$ cat src/rtl/exhaust_fsm_param.sv
// Range-hood fan controller: normal levels, one-shot turbo, menu-driven return countdown.
// Optional run-time seconds counter enabled by defining EXHAUST_RUNTIME_EN.
module exhaust_fsm_param #(
  parameter int unsigned NUM_LEVELS  = 3,
  parameter int unsigned TURBO_SECS  = 60,
  parameter int unsigned RETURN_SECS = 60,
  parameter int unsigned CNT_W       = 8,
  parameter int unsigned LVL_W       = 2
) (
  input  logic                  clk,
  input  logic                  rst,
  input  logic                  tick,
  input  logic                  is_on,
  input  logic                  menu_key,
  input  logic [NUM_LEVELS-1:0] level_key,
  output logic [LVL_W-1:0]      mode,
  output logic [CNT_W-1:0]      countdown,
  output logic                  countdown_active,
  output logic                  busy,
  output logic                  turbo_used
`ifdef EXHAUST_RUNTIME_EN
  ,
  output logic [15:0]           run_secs
`endif
);

  typedef enum logic [1:0] {StIdle, StRun, StTurbo, StReturn} state_e;

  localparam logic [LVL_W-1:0] TurboLvl  = LVL_W'(NUM_LEVELS);
  localparam logic [LVL_W-1:0] TopNormal = LVL_W'(NUM_LEVELS - 1);
  localparam logic [CNT_W-1:0] TurboCnt  = CNT_W'(TURBO_SECS);
  localparam logic [CNT_W-1:0] ReturnCnt = CNT_W'(RETURN_SECS);
  localparam logic [CNT_W-1:0] CntOne    = CNT_W'(1);

  state_e           state_q, state_d;
  logic [LVL_W-1:0] mode_q, mode_d;
  logic [CNT_W-1:0] cnt_q, cnt_d;
  logic             used_q, used_d;
  logic             busy_q, busy_d;
  logic             active_q, active_d;

  logic             key_hit;
  logic [LVL_W-1:0] key_lvl;
  logic             turbo_key;
  logic             cnt_tick;

  assign turbo_key = level_key[NUM_LEVELS-1];
  // Guard keeps the countdown from wrapping below zero.
  assign cnt_tick  = tick && (cnt_q != '0);

  // Lowest-index normal key wins; the loop runs downward so the lowest hit is written last.
  always_comb begin
    key_hit = 1'b0;
    key_lvl = '0;
    for (int i = int'(NUM_LEVELS) - 2; i >= 0; i--) begin
      if (level_key[i]) begin
        key_hit = 1'b1;
        key_lvl = LVL_W'(i + 1);
      end
    end
  end

  always_comb begin
    state_d = state_q;
    mode_d  = mode_q;
    cnt_d   = cnt_q;
    used_d  = used_q;
    if (!is_on) begin
      state_d = StIdle;
      mode_d  = '0;
      cnt_d   = '0;
      used_d  = 1'b0;
    end else begin
      unique case (state_q)
        StIdle: begin
          if (key_hit) begin
            state_d = StRun;
            mode_d  = key_lvl;
          end else if (turbo_key && !used_q) begin
            state_d = StTurbo;
            mode_d  = TurboLvl;
            cnt_d   = TurboCnt;
            used_d  = 1'b1;
          end
        end
        StRun: begin
          if (menu_key) begin
            state_d = StIdle;
            mode_d  = '0;
          end else if (key_hit) begin
            mode_d = key_lvl;
          end
        end
        StTurbo: begin
          if (menu_key) begin
            state_d = StReturn;
            mode_d  = '0;
            cnt_d   = ReturnCnt;
          end else if (cnt_tick) begin
            if (cnt_q == CntOne) begin
              state_d = StRun;
              mode_d  = TopNormal;
              cnt_d   = '0;
            end else begin
              cnt_d = cnt_q - CntOne;
            end
          end
        end
        StReturn: begin
          mode_d = '0;
          if (cnt_tick) begin
            if (cnt_q == CntOne) begin
              state_d = StIdle;
              cnt_d   = '0;
            end else begin
              cnt_d = cnt_q - CntOne;
            end
          end
        end
        default: begin
          state_d = StIdle;
          mode_d  = '0;
          cnt_d   = '0;
        end
      endcase
    end
    busy_d   = (state_d != StIdle);
    active_d = (state_d == StTurbo) || (state_d == StReturn);
  end

  always_ff @(posedge clk or posedge rst) begin
    if (rst) begin
      state_q  <= StIdle;
      mode_q   <= '0;
      cnt_q    <= '0;
      used_q   <= 1'b0;
      busy_q   <= 1'b0;
      active_q <= 1'b0;
    end else begin
      state_q  <= state_d;
      mode_q   <= mode_d;
      cnt_q    <= cnt_d;
      used_q   <= used_d;
      busy_q   <= busy_d;
      active_q <= active_d;
    end
  end

  assign mode             = mode_q;
  assign countdown        = cnt_q;
  assign countdown_active = active_q;
  assign busy             = busy_q;
  assign turbo_used       = used_q;

`ifdef EXHAUST_RUNTIME_EN
  logic [15:0] secs_q;

  // Survives power-off; only reset clears it.
  always_ff @(posedge clk or posedge rst) begin
    if (rst) begin
      secs_q <= '0;
    end else if (tick && busy_q && (secs_q != 16'hFFFF)) begin
      secs_q <= secs_q + 16'd1;
    end
  end

  assign run_secs = secs_q;
`endif

endmodule

$ cat config.mk
export PLATFORM = sky130hd
export DESIGN_NAME = exhaust_fsm_param
export DESIGN_NICKNAME = d
export VERILOG_FILES = /design/src/rtl/exhaust_fsm_param.sv
export SDC_FILE = /design/constraint.sdc
export NUM_CORES = 1
export LEC_CHECK = 0
export BUFFER_PORTS_ARGS = -buffer_cell sky130_fd_sc_hd__buf_2
export CORE_MARGIN = 1
export CORE_UTILIZATION = 40
export DETAILED_ROUTE_END_ITERATION = 8
export PLACE_DENSITY = 0.7
export SETUP_SLACK_MARGIN = 0.4
export SLEW_MARGIN = 0
export SYNTH_ARGS = -nofsm -noshare
export SYNTH_HDL_FRONTEND = slang
export SYNTH_SLANG_ARGS = --single-unit
$ cat constraint.sdc
create_clock -name clk -period 2.7 [get_ports clk]
set_clock_uncertainty 0.1 [all_clocks]
set_input_delay 0.54 -clock clk [delete_from_list [all_inputs] [get_ports clk]]
set_output_delay 0.54 -clock clk [all_outputs]
set_load 0.03 [all_outputs]
==> impl.org <==
** Run status
- Run status :: completed

** Synth
- The mapped netlist covers 1030 µm².
- Count of cell types in the netlist :: 49
- Register area share after synthesis :: 36.3%
- Async set-or-reset flop fraction in the synthesized netlist :: 100%
- Summed over all instances, the cell type with the most area after synthesis is sky130_fd_sc_hd__dfrtp_1.
- Averaged over all synthesized cells, the footprint is 9.08 µm².
- By count the netlist is led by sky130_fd_sc_hd__dfrtp_1 (15), sky130_fd_sc_hd__inv_1 (8), sky130_fd_sc_hd__a21oi_1 (7), sky130_fd_sc_hd__nand2_1 (7), sky130_fd_sc_hd__nor2_1 (6).
- The synthesized design contains 15 register bits.
- For this run, the leading register cell type out of synthesis is sky130_fd_sc_hd__dfrtp_1.
- Number of standard cells after synthesis :: 114
- Warning count from the yosys run :: 0
- The number of nets in the synthesized netlist is about 130.
- Share of Yosys cell area claimed by the top area cell type :: 36.3%
- Most frequent cell after synthesis :: sky130_fd_sc_hd__dfrtp_1
- EDFF count, synth :: 0
- By area the synthesized netlist is led by sky130_fd_sc_hd__dfrtp_1 (36%), sky130_fd_sc_hd__ha_1 (3.6%), sky130_fd_sc_hd__a21oi_1 (3.4%).

** Detailed routing
- Via-to-Cell Ratio :: 6.16
- Total number of vias :: 1011
- Routed WL per cell :: about 15 µm
- Post-route DRC :: 0
- The detail route stage leaves a number of antenna-violating nets equal to 0.
- For this run, the detailed router's first-pass iteration total came to 4.
- Routed wire length :: approximately 2500 µm
- The detailed router finished its first iteration with 17 violations.

** Timing
- Adding up every negative setup slack in the final design gives 0 ns.
- Peak Freq :: 469 MHz
- RSZ-0062 raised after global routing :: no
- For the pin with the worst max-slew slack, the measured transition is 0.587 ns.
- The worst path needs 2.13 ns of the cycle, external delays included.
- Total count of hold-check failures in the final report :: 0
- Setup violations remaining at the end of the flow were counted as 0.
- The tightest hold path in the finished design has a slack of 0.196 ns.
- In the finished design, the share of the clock period the worst path needs comes to 78.9%.
- In this run the tightest slew margin relative to its limit is 60.8%.
- Final count of pins violating max slew :: 0

** Power and ir drop
- Combinational cells account for 34.1% of the total power.
- Net switching is 39.6% of the power.
- Net switching power of the design :: around 0.25 mW
- The internal portion of the total power is ~0.38 mW.
- Portion of total power attributed to the clock network :: a little over a fifth
- In this run the power density over the cells is 525 nW/µm².
- Lkg Pwr :: 0.536 nW
- Proportion of power drawn by flip-flops and latches :: 44.4%
- Maximum VDD drop :: 0.346 mV

** CTS
- Clk Latency, worst-skew pair :: 0.29 ns
- Number of CTS-inserted buffers :: 3
- The clock passes through at most 2 buffers.
- Clock tree synthesis found a total of 15 sinks.
- CTS placed an instance of sky130_fd_sc_hd__clkbuf_4 at the clock tree root.
- Once the clock tree was built, the setup fixing pass inserted 0 buffers.
- After clock tree synthesis, the clock-pin slew on the worst setup and hold paths is 0.10 ns.
- Level count of the clock H-tree :: 1
- In this run, post-CTS hold repair placed 0 buffers.
- Resized cells post-CTS :: 0
- TritonCTS built the clock tree.

** Setup path
- Among all stages on the critical path, the largest delay is contributed by sky130_fd_sc_hd__or4b_1.
- Worst reg2reg startpoint :: countdown[0]
- The critical path starts at countdown[0].
- The worst setup path is captured at a register.
- STA puts the critical path data required time at approximately 2.8 ns.
- In this design, the stage delay of the slowest critical-path cell is approximately 0.48 ns.
- Startpoint type of the worst setup path :: register
- STA puts the critical path data arrival time at between 2 and 2.5 ns.
- Category of the critical setup timing path :: register to register
- Sequence of cells on the critical path :: inv_1, ha_1, or4b_1, o21ai_0, a31oi_1, o32ai_1
- Peak fanout along the critical path :: 7

** Finish
- Number of nets in the finished design :: 146
- Excluding fillers, the count of instances in the completed layout stands at between 150 and 200.
- Cells with a size suffix above 1 make up ~22% of the layout.
- Area Overhead vs Synth :: 14.3%
- Once layout is complete, the utilization of the core stands at 48.2%.
- Antenna cells :: 0

** GRT
- Global routing used between 15 and 20% of the available tracks across all layers.
- Vias in the first global route :: between 800 and 900
- Maximum number of pins on one net before global-route repair :: 17
- Wire length of the first global-routing pass :: 3840 µm
- Grt ovf :: 0
- The number of antenna violations at the first check in global routing came to 0.

** Die
- Num rows :: 18
- Effective utilization at floorplan :: 42.2%
- Measured along the y axis, the die boundary spans 52.9 µm.
- The floorplan step set the die width to ~53 µm.
- After floorplanning, the core was sized to cover 2450 µm².
- Area of the die :: 2790 µm²
- Pin placement for this block handled 21 I/O pins.

** Place
- Detailed placement finished with a half-perimeter wire length of 1860 µm.
- At the end of routability-driven placement, the weighted congestion stood at 0.963.
- The count of buffers added on input and output ports is 20.
- Placed Cells :: 160

** Min path
- Type of the worst min-delay path :: input port to asynchronous set/reset pin

** Job
- Number of violations of the max-capacitance limit :: 0
[through the flow]
step	worst slack, ns	area [µm²]	power (mW)
floorplan	0.586	1030	0.434
global placement	0.660	1150	0.490
detailed placement	0.601	1150	0.491
CTS	0.578	1180	0.622
global route	0.408	1180	0.658
finish	0.568	1180	0.621
[power groups by stage]
stage | clock network (mW) | logic [mW] | registers (mW)
6_report | 0.134 | 0.212 | 0.276
5_1_grt | 0.146 | 0.231 | 0.281
4_1_cts | 0.135 | 0.212 | 0.275
3_5_place_dp | 0 | 0.211 | 0.280
3_3_place_gp | 0 | 0.211 | 0.279
2_1_floorplan | 0 | 0.127 | 0.308
[critical path, delay by kind of cell (launching register included)]
| kind | cells | cell delay (ns) |
|---|---|---|
| compound gates | 3 | 0.57 |
| simple gates | 1 | 0.48 |
| flops | 1 | 0.43 |
| fa+ha+maj | 1 | 0.32 |
| buf+inv | 1 | 0.12 |
[per-layer routing]
metal / wire length [µm] / vias up / GRT usage (%)
met5: 0 / - / 0
met4: 42 / 0 / 10.1
met3: 114 / 7 / 3.45
met2: 1190 / 27 / 30.2
met1: 1120 / 496 / 26.0
li1: - / 481 / -
[sequential cells by signal (all words and copies together), names as in the netlist]
name              count
state_q               2
turbo_used            1
mode                  2
busy                  1
countdown_active      1
countdown             8
[final timing paths]
kind	end	slack [ns]	depth (start not counted)
max in group asynchronous	countdown[0]	1.92	2
worst max-delay path	countdown[1]	0.57	6
min in group clk	mode[0]	0.40	1
worst min register to register	mode[0]	0.40	1
worst min-delay path	countdown_active	0.20	2
worst max register to register	countdown[1]	0.57	6
[layout make-up]
cell class | instances | area, µm²
clock buffers | 3 | 22.5
inverters | 8 | 30.0
multi-input cells | 87 | 612
fillers | 243 | 1270
well taps | 30 | 37.5
flip-flops and latches | 15 | 375
clock inverters | 1 | 5.00
repair buffers | 20 | 100
[cell usage in the layout, fill, tap and decap left out, drive strengths merged, types with 2 or more instances in the layout]
cell type / Yosys / layout
o22ai: 2 / 2
nand3: 5 / 5
o21ai: 5 / 5
nand4: 3 / 3
inv: 8 / 8
a21oi: 7 / 7
or3: 4 / 4
or2b: 2 / 2
a32oi: 2 / 2
clkbuf: 4 / 3
a31oi: 2 / 2
ha: 3 / 3
and2: 2 / 2
nand2: 7 / 7
nor2: 6 / 6
or4b: 2 / 2
dfrtp: 15 / 15
nor3: 3 / 3
a211oi: 3 / 3
o21a: 3 / 3
buf: 0 / 20
a32o: 2 / 2
o211ai: 3 / 3
[logic make-up after synthesis]
kind of cell	synth area share (%)
and+or+nand+nor	24.3
AOI/OAI and AO/OA	30.2
DFF	36.3
buffers and inverters	4.60
adders and majority gates	3.63
muxes	0.967
Power figures use the tool's default switching activity.
